### config.mk
export PLATFORM = sky130hd
export DESIGN_NAME = jtag_tap_controller
export DESIGN_NICKNAME = d
export VERILOG_FILES = /design/src/rtl/jtag_pkg.sv /design/src/rtl/jtag_tap_controller_fsm.sv /design/src/rtl/jtag_tap_controller.sv
export SDC_FILE = /design/constraint.sdc
export NUM_CORES = 1
export LEC_CHECK = 0
export ABC_AREA = 0
export BUFFER_PORTS_ARGS = -buffer_cell sky130_fd_sc_hd__buf_2
export CORE_UTILIZATION = 45
export CTS_CLUSTER_SIZE = 24
export DETAILED_ROUTE_END_ITERATION = 12
export PLACE_DENSITY = 0.77
export SYNTH_ARGS = -nofsm -noshare
export SYNTH_HDL_FRONTEND = slang
export SYNTH_SLANG_ARGS = --single-unit
### constraint.sdc
create_clock -name tck -period 1.4 [get_ports tck]
set_input_delay 0.07 -clock tck [delete_from_list [all_inputs] [get_ports tck]]
set_output_delay 0.07 -clock tck [all_outputs]
set_load 0.01 [all_outputs]
### src/rtl/jtag_pkg.sv
// Purpose: shared JTAG definitions for the TAP controller and the downstream
//          boundary_scan_chain: TAP state encoding, opcodes, control bus bits.
// Ports:   none (package).
package jtag_pkg;

    localparam int unsigned STATE_WIDTH  = 4;
    localparam int unsigned CTL_WIDTH    = 4;
    localparam int unsigned OP_WIDTH     = 4;
    localparam int unsigned IDCODE_WIDTH = 32;

    // Standard 1149.1 state encoding so tap_state matches common debug tools.
    typedef enum logic [STATE_WIDTH-1:0] {
        TLR    = 4'hF,
        RTI    = 4'hC,
        SEL_DR = 4'h7,
        CAP_DR = 4'h6,
        SH_DR  = 4'h2,
        EX1_DR = 4'h1,
        PAU_DR = 4'h3,
        EX2_DR = 4'h0,
        UPD_DR = 4'h5,
        SEL_IR = 4'h4,
        CAP_IR = 4'hE,
        SH_IR  = 4'hA,
        EX1_IR = 4'h9,
        PAU_IR = 4'hB,
        EX2_IR = 4'h8,
        UPD_IR = 4'hD
    } tap_state_e;

    localparam logic [OP_WIDTH-1:0] OP_EXTEST         = 4'h0;
    localparam logic [OP_WIDTH-1:0] OP_SAMPLE_PRELOAD = 4'h1;
    localparam logic [OP_WIDTH-1:0] OP_IDCODE         = 4'h2;
    localparam logic [OP_WIDTH-1:0] OP_BYPASS         = 4'hF;

    // Bit positions on the control bus to boundary_scan_chain.
    localparam int unsigned CTL_SHIFT   = 0;
    localparam int unsigned CTL_UPDATE  = 1;
    localparam int unsigned CTL_CAPTURE = 2;
    localparam int unsigned CTL_MODE    = 3;

endpackage

### src/rtl/jtag_tap_controller_fsm.sv
// Purpose: 16-state IEEE 1149.1 TAP state machine (state register + next state).
// Ports:   tck/trst clock and async active-high reset; tms mode select;
//          state current state; state_next combinational next state.
module tap_fsm
    import jtag_pkg::*;
(
    input  logic       tck,
    input  logic       trst,
    input  logic       tms,
    output tap_state_e state,
    output tap_state_e state_next
);

    // State register.
    always_ff @(posedge tck or posedge trst) begin
        if (trst) begin
            state <= TLR;
        end else begin
            state <= state_next;
        end
    end

    // Next-state decode.
    always_comb begin
        state_next = state;
        case (state)
            TLR:    state_next = tms ? TLR    : RTI;
            RTI:    state_next = tms ? SEL_DR : RTI;
            SEL_DR: state_next = tms ? SEL_IR : CAP_DR;
            CAP_DR: state_next = tms ? EX1_DR : SH_DR;
            SH_DR:  state_next = tms ? EX1_DR : SH_DR;
            EX1_DR: state_next = tms ? UPD_DR : PAU_DR;
            PAU_DR: state_next = tms ? EX2_DR : PAU_DR;
            EX2_DR: state_next = tms ? UPD_DR : SH_DR;
            UPD_DR: state_next = tms ? SEL_DR : RTI;
            SEL_IR: state_next = tms ? TLR    : CAP_IR;
            CAP_IR: state_next = tms ? EX1_IR : SH_IR;
            SH_IR:  state_next = tms ? EX1_IR : SH_IR;
            EX1_IR: state_next = tms ? UPD_IR : PAU_IR;
            PAU_IR: state_next = tms ? EX2_IR : PAU_IR;
            EX2_IR: state_next = tms ? UPD_IR : SH_IR;
            UPD_IR: state_next = tms ? SEL_DR : RTI;
            default: state_next = TLR;
        endcase
    end

endmodule

### src/rtl/jtag_tap_controller.sv
// Purpose: JTAG TAP controller: instruction register, bypass and IDCODE data
//          registers, boundary-chain control decode and TDO mux.
// Ports:   tck, trst      clock, async active-high reset
//          tms, tdi       JTAG mode select and serial data in
//          bsc_tdo        serial out of the downstream boundary chain
//          control[3:0]   {mode, capture, update, shift} to the boundary chain
//          tdo, tdo_en    device serial out (negedge registered) and its enable
//          ir_out         latched instruction
//          tap_state      current TAP state encoding
module jtag_tap_controller
    import jtag_pkg::*;
#(
    parameter int unsigned IR_WIDTH   = 4,
    parameter logic [31:0] IDCODE_VAL = 32'h1A5C_3E01
) (
    input  logic                 tck,
    input  logic                 trst,
    input  logic                 tms,
    input  logic                 tdi,
    input  logic                 bsc_tdo,
    output logic [CTL_WIDTH-1:0] control,
    output logic                 tdo,
    output logic                 tdo_en,
    output logic [IR_WIDTH-1:0]  ir_out,
    output logic [3:0]           tap_state
);

    tap_state_e                  state;
    tap_state_e                  state_next;
    logic [IR_WIDTH-1:0]         ir_shift;
    logic [IR_WIDTH-1:0]         ir_latch;
    logic                        bypass_reg;
    logic [IDCODE_WIDTH-1:0]     idcode_sr;
    logic                        sel_boundary;
    logic                        sel_idcode;
    logic                        sel_bypass;
    logic                        dr_bit;

    tap_fsm u_fsm (
        .tck        (tck),
        .trst       (trst),
        .tms        (tms),
        .state      (state),
        .state_next (state_next)
    );

    // Instruction decode; unknown opcodes fall back to bypass.
    always_comb begin
        sel_boundary = (ir_latch == IR_WIDTH'(OP_EXTEST)) ||
                       (ir_latch == IR_WIDTH'(OP_SAMPLE_PRELOAD));
        sel_idcode   = (ir_latch == IR_WIDTH'(OP_IDCODE));
        sel_bypass   = !sel_boundary && !sel_idcode;
    end

    // Instruction register: capture/shift path plus the latched instruction.
    // The latch reloads IDCODE on any edge that lands in TLR, so a TMS reset
    // behaves like trst for the instruction.
    always_ff @(posedge tck or posedge trst) begin
        if (trst) begin
            ir_shift <= '0;
            ir_latch <= IR_WIDTH'(OP_IDCODE);
        end else begin
            case (state)
                CAP_IR:  ir_shift <= IR_WIDTH'(2'b01);
                SH_IR:   ir_shift <= {tdi, ir_shift[IR_WIDTH-1:1]};
                default: ir_shift <= ir_shift;
            endcase
            if (state_next == TLR) begin
                ir_latch <= IR_WIDTH'(OP_IDCODE);
            end else if (state == UPD_IR) begin
                ir_latch <= ir_shift;
            end
        end
    end

    // Bypass and IDCODE data registers; only the selected one moves.
    always_ff @(posedge tck or posedge trst) begin
        if (trst) begin
            bypass_reg <= 1'b0;
            idcode_sr  <= '0;
        end else begin
            if (state == CAP_DR) begin
                if (sel_bypass) bypass_reg <= 1'b0;
                if (sel_idcode) idcode_sr  <= IDCODE_VAL;
            end else if (state == SH_DR) begin
                if (sel_bypass) bypass_reg <= tdi;
                if (sel_idcode) idcode_sr  <= {tdi, idcode_sr[IDCODE_WIDTH-1:1]};
            end
        end
    end

    // Boundary chain control, decoded from the current state so the chain sees
    // it ahead of the posedge on which it acts.
    always_comb begin
        control                = '0;
        control[CTL_MODE]      = (ir_latch == IR_WIDTH'(OP_EXTEST));
        if (sel_boundary) begin
            control[CTL_CAPTURE] = (state == CAP_DR);
            control[CTL_SHIFT]   = (state == SH_DR);
            control[CTL_UPDATE]  = (state == UPD_DR);
        end
    end

    // Selected data register serial bit.
    always_comb begin
        if (sel_boundary) begin
            dr_bit = bsc_tdo;
        end else if (sel_idcode) begin
            dr_bit = idcode_sr[0];
        end else begin
            dr_bit = bypass_reg;
        end
    end

    // TDO launched on the falling edge so it is stable at the next rising edge.
    always_ff @(negedge tck or posedge trst) begin
        if (trst) begin
            tdo    <= 1'b0;
            tdo_en <= 1'b0;
        end else begin
            tdo    <= 1'b0;
            tdo_en <= 1'b0;
            case (state)
                SH_IR: begin
                    tdo    <= ir_shift[0];
                    tdo_en <= 1'b1;
                end
                SH_DR: begin
                    tdo    <= dr_bit;
                    tdo_en <= 1'b1;
                end
                default: ;
            endcase
        end
    end

    assign ir_out    = ir_latch;
    assign tap_state = state;

endmodule

---- Yosys cells after proc, flatten, opt, wreduce, memory -nomap -nowiden ----
Index checks and enable logic that the tools add are counted.
cells by class
  add/subtract/negate cells ............... 0
  multipliers ............................. 0
  divide/modulo/power cells ............... 0
  $lt $le $gt $ge ......................... 0
  eq/ne operators ......................... 22
  shift-type cells ........................ 0
  mux-type cells .......................... 29
  bitwise gates (word level) .............. 0
  reductions and logical operators ........ 15
operators with widths
  operator                                                                number
  32-bit two-way mux                                                      4
  4-bit case mux with 12 select lines                                     1
  4-bit equality test (second input constant)                             9
  4-bit by 3-bit equality test with 1-bit output (second input constant)  4
  3-bit two-way mux                                                       5
  4-bit by 2-bit equality test with 1-bit output (second input constant)  3
  2-bit two-way mux                                                       6
  4-bit two-way mux                                                       3
  4-bit by 1-bit equality test with 1-bit output (second input constant)  2
  4-bit logical NOT                                                       2
  1-bit two-way mux                                                       8
  2-bit inequality test (second input constant)                           4
  4-bit case mux with 2 select lines                                      1
  3-bit AND reduction                                                     2
  2-bit nonzero test                                                      3
  2-bit OR reduction                                                      3
  3-bit OR reduction                                                      1
  1-bit logical NOT                                                       2
  1-bit case mux with 2 select lines                                      1
  1-bit logical AND                                                       1
  1-bit logical OR                                                        1
word-level totals
  register bits after elaboration ......... 47
  bits in latches ......................... 0
  memory bits (writable) .................. 0
  ROM bits ................................ 0
  bits of input ports ..................... 5
  output and inout port bits .............. 14
  word-level logic and storage cells ...... 73
  memories ................................ 0

---- Logic depth before layout (Yosys ltp) ----
Gate-level depths: netlist of the first run.
  depth in word-level cells ............... 7
  mapped depth ............................ 5
  depth with buffers taken out ............ 3

---- Hierarchy ----
From an unflattened synthesis of the first run, not the netlist that was laid out.
unflattened totals
  cell total of the unflattened synthesis .. 192
  area total of the unflattened synthesis .. 2183.3 um^2
by module, submodules not included
  module               instances  cells each  area an instance (um^2)  seq. area each (um^2)
  jtag_tap_controller  1          172         1981.9                   1077.3
  tap_fsm              1          20          201.4                    105.1

==> reports/results.txt, run 1 <==
Worst rel slew slack - 64.9%
Post-synthesis cell type count - 35
LEAKAGE - 1.64 nW
Largest net degree at the start of global routing - 43
CTS sink count - 47
Worst Hold Class - primary input to flip-flop
ANT cells - 0
Setup TNS - -11.97 ns
HP Start - tms
Vias in the first global route - 1615
Final worst-path setup slack - -0.468 ns
Die Y - 72.7 um
Worst-Skew Late Latency - 0.30 ns
Tot GR Track Use - 20.6%
Post-synth top area cell - dfrtp_1
Unrepaired setup endpoints after global routing - yes
Post-synth EDFFs - 0
Worst-path fanout max - 4
Initial antenna violation count - 0
Layout area overhead - 35.2%
Commonest cells post-synth - 40 x dfrtp_1, 28 x nor2_1, 17 x inv_1, 17 x mux2_4, 16 x mux2i_1
Total Power - 5.99 mW
Failing checks - negative setup slack
Area fraction of the dominant cell type after synthesis - 44.4%
WL final - 5010 um
CP required - 0.84 ns
Die width - 72.7 um
Design area - 3040 um^2
Worst-path clk slew - 0.09 ns
Die area - 5290 um^2
R2r startpoint - ir_out[1]
Finished Layout Cells - 321
Top reg by flops - idcode_sr
Global-route wire length before repair - 8050 um
Root buffer cell - clkbuf_8
Max-cap violation count - 0
Final slew viol count - 0
Crit path capture type - flip-flop
Worst path max stage delay - 0.58 ns
Vias per Instance - 4.98
Share of the yosys chip area belonging to registers - 52.5%
Cell Rows - 25
CP startpoint - ir_out[1]
Register bit total from synthesis - 47
Main synth FF type - dfrtp_1
Layout cells sized above 1 - 46.1%
Placed instance count - 292
CP Cell Sequence - nor3b_2, o211ai_1, nor4b_2
Core ar. - 4750 um^2
Data arrival, critical path - 1.31 ns
CP startpoint kind - flip-flop
Top cells by area, synth - dfrtp_1 44%, mux2_4 11%, mux2i_1 7.1%, dfstp_2 5.8%, nor2_1 4.7%
Worst-Margin Slew - 0.526 ns
Max IR drop VDD - 0.859 mV
TritonCTS Buffers - 5
Placed standard-cell area - 2540 um^2
Ys Warns - 0
Wire per inst - 15.6 um
Synthesized area - 2250 um^2
Vias - 1597
Initial Utilization - 47.4%
Post-synthesis async set-or-reset flop share - 100%
Syn Inst Count - 198
Final hold viol count - 0
GRT overflow - 0
Placer Congestion - 0.857
Syn_nets - 203
Deepest clock path buffer count - 2
Max FFs per register - 32
Synth Area per Inst - 11.4 um^2
Outcome - finished, violations left
H-tree Lvls - 2
Post-DRT Antenna Nets - 0
CTS tree - yes
WHS - 0.0760 ns
Setup CP Type - flip-flop to flip-flop
Ports - 19
Post-layout utilization of the core - 64.0%
Pre-CTS setup slack - -0.449 ns
Residual DRC - 0
Post-Route Skew - 0.00410 ns
Slowest-stage cell, CP - dfstp_2
DRT Pass-1 Iters - 4
Final nets - 258
Count leader, synth - dfrtp_1
Final setup vio count - 49
Port Buf Inserts - 18
DR iter-0 viols - 93
Pwr/cell area - 1970 nW/um^2
Post-DP HPWL - 2750 um
[final timing paths]
check,end,slack [ns],depth (start not counted)
max,tdo,-0.47,3
min,u_fsm.state[3],0.08,4
max reg2reg,tdo,-0.47,3
min reg2reg,idcode_sr[30],0.51,1
max in group asynchronous,tdo_en,0.43,3
min in group asynchronous,u_fsm.state[0],0.40,3
[layout make-up]
class	instances	area, um^2
multi-input combinational	122	1050
timing repair buffer	60	563
clock buffer	7	86.3
inverter	17	67.6
clock inverter	1	8.76
tap	67	83.8
sequential	47	1180
fill	364	1710
[per-layer routing]
layer	vias to the layer above	wire [um]	part of all wire, %	GRT usage (%)
met2	28	2680	54	35.2
met4	0	104	2.1	7.63
met1	799	2100	42	25.6
li1	761	-	-	-
met5	-	0	0	0
met3	9	114	2.3	4.28
[report_power, final]
part           switching [mW]  leakage (nW)  internal, mW
registers               0.304         0.607          1.85
logic                    1.43         0.979          1.54
clock network           0.463        0.0484         0.405
[worst max-delay path, delay by kind of cell, from the launching register on]
kind,cells,cell delay (ns)
AO/OA/AOI/OAI,1,0.10
flip-flops,1,0.58
AND/OR/NAND/NOR,2,0.34
[what timing repair did]
action                     4_1_cts  5_1_grt
hold buffers                     1        0
pin swaps                        7       10
setup endpoints to repair       44       51
gates cloned                     3        0
resized for setup               25       28
hold endpoints to repair         3        0
setup buffers                   15        5
[placed cells by master, fill, tap and decap left out, types with 2 or more instances in the layout]
cell type,instances
dfrtp_1,39
nor2_1,26
buf_6,20
buf_2,18
mux2_4,17
inv_1,16
mux2i_1,15
buf_4,15
nor2b_1,14
nand2_1,6
clkbuf_8,6
dfstp_2,5
mux2_2,4
nand2_2,3
nand2b_4,2
o21ai_0,2
a21oi_1,2
a21oi_2,2
o22ai_1,2
nor2_2,2
nand2b_1,2
o21ai_2,2
buf_16,2
buf_8,2
buf_12,2
dfrtn_1,2
[cells by family (layout without fill, tap and decap cells)]
group                  Yosys count  after routing  share of synthesized area, %
multiplexers                    37             37                          20.4
buffers and inverters           29             85                          5.89
AND/OR/NAND/NOR                 69             69                          16.7
AO/OA/AOI/OAI                   16             16                          4.44
flip-flops                      47             47                          52.5
Note: power is estimated with default switching activity, not from simulation.
==> run 2, diff against run 1 <==
Settings changed: REMOVE_ABC_BUFFERS set to 1.
==> reports/results.txt, run 2 (synthesis results as in run 1) <==
Top reg by flops - idcode_sr
Placed standard-cell area - 2540 um^2
Max-cap violation count - 0
Worst-path clk slew - 0.08 ns
Design area - 2980 um^2
Commonest non-fill, non-tap cells in the layout - 40 x dfrtp_1, 28 x nor2_1, 19 x mux2_4, 18 x buf_2
Data arrival, critical path - 1.31 ns
Max FFs per register - 32
Wire length on met1 - 2260 um
Vias per Instance - 5.09
Net Sw Power - 2.10 mW
Residual DRC - 0
Post-DRT Antenna Nets - 0
Global-route wire length before repair - 7460 um
DR iter-0 viols - 81
Initial antenna violation count - 0
Pre-CTS setup slack - -0.504 ns
Deepest clock path buffer count - 2
CTS tree - yes
Placed instance count - 294
Seq pwr share - 35.8%
Pwr/cell area - 2010 nW/um^2
CP required - 0.85 ns
Met2 Wirelength - 2320 um
H-tree Lvls - 2
CTS sink count - 47
Initial Utilization - 47.4%
Port Buf Inserts - 18
Routed wl met3 - 148 um
Vias in the first global route - 1533
Unrepaired setup endpoints after global routing - yes
Worst-path fanout max - 3
LEAKAGE - 1.61 nW
Max IR drop VDD - 0.757 mV
Post-DP HPWL - 2600 um
Wire per inst - 15.0 um
WL final - 4810 um
Cell-internal power - 3.90 mW
Layout cells sized above 1 - 41.5%
Finished Layout Cells - 320
Final hold viol count - 0
Die Y - 72.7 um
Root buffer cell - clkbuf_8
Die width - 72.7 um
Final nets - 257
Failing checks - negative setup slack
Vias - 1628
ANT cells - 0
Part of the power in combinational logic - 48.0%
Setup TNS - -9.85 ns
Core ar. - 4750 um^2
Worst Hold Class - primary input to flip-flop
Tot GR Track Use - 18.8%
Outcome - finished, violations left
Most common cell after layout, fill and taps aside - dfrtp_1
DRT Pass-1 Iters - 4
Final worst-path setup slack - -0.467 ns
CP startpoint kind - flip-flop
Post-Route Skew - 0.00686 ns
Max Used Layer - met4
Final slew viol count - 0
Worst-Margin Slew - 0.537 ns
GRT overflow - 0
Die area - 5290 um^2
Cell Rows - 25
Ports - 19
TritonCTS Buffers - 5
Largest net degree at the start of global routing - 45
Worst rel slew slack - 64.2%
Setup CP Type - flip-flop to flip-flop
Final setup vio count - 43
Sw Share - 35.1%
WHS - 0.116 ns
Layout area overhead - 32.4%
Worst-Skew Late Latency - 0.30 ns
Clock share of power - 16.2%
Crit path capture type - flip-flop
Placer Congestion - 0.824
==> run 2: per-stage QoR <==
| stage | utilization [%] | total power [mW] |
|---|---|---|
| after CTS | 62.3 | 5.70 |
| after global routing | 62.7 | 6.36 |
| after detailed placement | 53.5 | 4.24 |
| after global placement | 53.5 | 4.17 |
| final | 62.7 | 6.00 |
| after floorplan | - | 3.43 |
==> run 2: metal layers <==
metal / up-vias / GRT usage (%)
li1: 762 / -
met1: 826 / 27.1
met2: 33 / 28.7
met3: 7 / 2.49
met4: 0 / 7.84
met5: - / 0
==> run 2: layout make-up <==
type / instances / area [um^2]
Fill cell: 348 / 1770
Sequential cell: 47 / 1180
Multi-Input combinational cell: 122 / 1010
Timing Repair Buffer: 59 / 534
Tap cell: 67 / 83.8
Clock buffer: 7 / 76.3
Inverter: 17 / 63.8
Clock inverter: 1 / 30.0
==> run 2: power by group through the flow <==
stage               Combinational [mW]  Sequential (mW)  Clock, mW
floorplan                         1.09             2.34          0
global placement                  2.08             2.09          0
detailed placement                2.12             2.11          0
CTS                               2.60             2.10      0.996
global route                      3.11             2.19       1.05
finish                            2.88             2.15      0.971
==> run 2: worst paths after layout <==
kind                               from             end  slack [ns]  cells after the start
setup reg to reg              ir_out[1]             tdo       -0.47                      3
hold reg to reg            idcode_sr[5]    idcode_sr[5]        0.51                      1
min in group asynchronous          trst  u_fsm.state[2]        0.36                      3
setup / recovery              ir_out[1]             tdo       -0.47                      3
max in group asynchronous          trst             tdo        0.49                      3
hold / removal                      tms  u_fsm.state[0]        0.12                      4
==> run 2: what timing repair did <==
action / in CTS / in global routing
resized for setup: 27 / 14
hold buffers: 1 / 0
endpoints found under the hold margin: 1 / 0
cloned: 3 / 1
endpoints found under the setup margin: 41 / 47
buffers inserted: 12 / 6
pin swaps: 6 / 3
==> run 2: critical path: stages (launching register included) <==
cell	delay (ns)
dfstp_2	0.56
nor3b_4	0.18
o211ai_1	0.10
nor4b_2	0.18
==> run 3, diff against run 2 <==
Settings changed: CORE_UTILIZATION 45 to 29, PLACE_DENSITY 0.77 to 0.58.
==> reports/results.txt, run 3 (synthesis results as in run 1) <==
CP startpoint kind - flip-flop
Max FFs per register - 32
TritonCTS Buffers - 5
Slowest-stage cell, CP - dfstp_2
Failing checks - negative setup slack
Vias in the first global route - 1534
Deepest clock path buffer count - 2
Die Y - 90.1 um
Post-Route Skew - 0.00808 ns
Setup TNS - -11.92 ns
Initial antenna violation count - 0
Vias - 1526
Final slew viol count - 0
Finished Layout Cells - 352
Setup CP Type - flip-flop to flip-flop
Post-DP HPWL - 2530 um
R2r startpoint - ir_out[1]
Max-cap violation count - 0
Worst path max stage delay - 0.56 ns
Vias per Instance - 4.34
Residual DRC - 0
CP startpoint - ir_out[1]
Worst-path clk slew - 0.08 ns
Initial Utilization - 30.6%
Top reg by flops - idcode_sr
Setup crit end - tdo
Unrepaired setup endpoints after global routing - yes
Wire per inst - 12.3 um
Crit path capture type - flip-flop
Final hold viol count - 0
Post-DRT Antenna Nets - 0
Worst-Skew Late Latency - 0.30 ns
CP required - 0.85 ns
Tot GR Track Use - 11.4%
DR iter-0 viols - 65
Outcome - finished, violations left
ANT cells - 0
Cell Rows - 31
Data arrival, critical path - 1.30 ns
WL final - 4320 um
Layout cells sized above 1 - 42.3%
Ports - 19
GRT overflow - 0
Global-route wire length before repair - 7300 um
Layout area overhead - 36.2%
Die width - 90.1 um
Worst-path fanout max - 4
Worst rel slew slack - 62.0%
Largest net degree at the start of global routing - 46
R2r worst-path depth - 4
Pwr/cell area - 1910 nW/um^2
Placed instance count - 327
Die area - 8120 um^2
Placer Congestion - 0.720
Core ar. - 7370 um^2
Final worst-path setup slack - -0.449 ns
Worst Hold Class - primary input to flip-flop
Root buffer cell - clkbuf_8
Worst reg2reg path endpoint - tdo
Worst-Margin Slew - 0.571 ns
R2r setup slk - -0.45 ns
Fill cells - 710
CP Cell Sequence - buf_4, a211oi_4, o22ai_2, nor4b_4
Final nets - 257
CTS tree - yes
Max IR drop VDD - 0.691 mV
LEAKAGE - 1.64 nW
CTS sink count - 47
Port Buf Inserts - 18
Final setup vio count - 42
Most common cell after layout, fill and taps aside - dfrtp_1
Commonest non-fill, non-tap cells in the layout - 40 x dfrtp_1, 27 x nor2_1, 19 x buf_4, 17 x mux2_4, 17 x buf_2
H-tree Lvls - 2
DRT Pass-1 Iters - 4
## run 3: cell types whose count changed in the layout (fill, tap and decap cells not counted), sizes merged
cell,previous run,this run
buf,57,58
bufinv,1,0
## run 3: worst min-delay path by stage
stage,startpoint,to,slack [ns],cells past startpoint
floorplan,tms,u_fsm.state[2],0.25,2
global placement,trst,ir_out[2],0.30,3
detailed placement,trst,idcode_sr[24],0.29,3
CTS,tms,u_fsm.state[3],0.07,4
global route,tms,u_fsm.state[3],0.09,4
finish,tms,u_fsm.state[3],0.07,4
## run 3: power by group
part | internal [mW] | total (mW) | leakage [nW] | switching (mW)
clock network | 0.451 | 0.901 | 0.0515 | 0.449
logic | 1.50 | 2.81 | 0.977 | 1.31
registers | 1.85 | 2.14 | 0.609 | 0.293
## run 3: layout make-up
type	instances	area (um^2)	share of cell area (%)
Clock buffer	8	100	3.26
Inverter	17	63.8	2.08
Multi-Input combinational cell	122	1030	33.7
Sequential cell	47	1180	38.5
Tap cell	99	124	4.04
Timing Repair Buffer	59	564	18.4
## run 3: timing repair
item | 4_1_cts | 5_1_grt
pin swaps | 5 | 4
hold buffers | 1 | 0
setup buffers | 11 | 5
setup endpoints to repair | 45 | 47
resized for setup | 19 | 18
gates cloned | 3 | 0
endpoints found under the hold margin | 40 | 0
## run 3: layer usage
layer  wire length (um)  global-route usage [%]
met4                 48                    3.63
met5                  0                       0
met3                131                    3.38
met1               2150                    15.4
met2               1990                    17.4
## run 3: critical path, delay by kind of cell (launching register included)
family,cells,cell delay [ns]
buf+inv,1,0.13
flops,1,0.56
compound gates,2,0.25
simple gates,1,0.06
## run 3: metrics by stage
stage	area (um^2)	utilization, %	hold WS [ns]	power (mW)	setup WS [ns]
after floorplan	2180	-	0.248	3.43	-0.609
after global placement	2590	35.1	0.297	4.27	-0.450
after detailed placement	2590	35.1	0.291	4.30	-0.499
after CTS	2940	39.9	0.0700	5.56	-0.435
after global routing	3070	41.6	0.0853	6.26	-0.517
final	3070	41.6	0.0730	5.85	-0.449
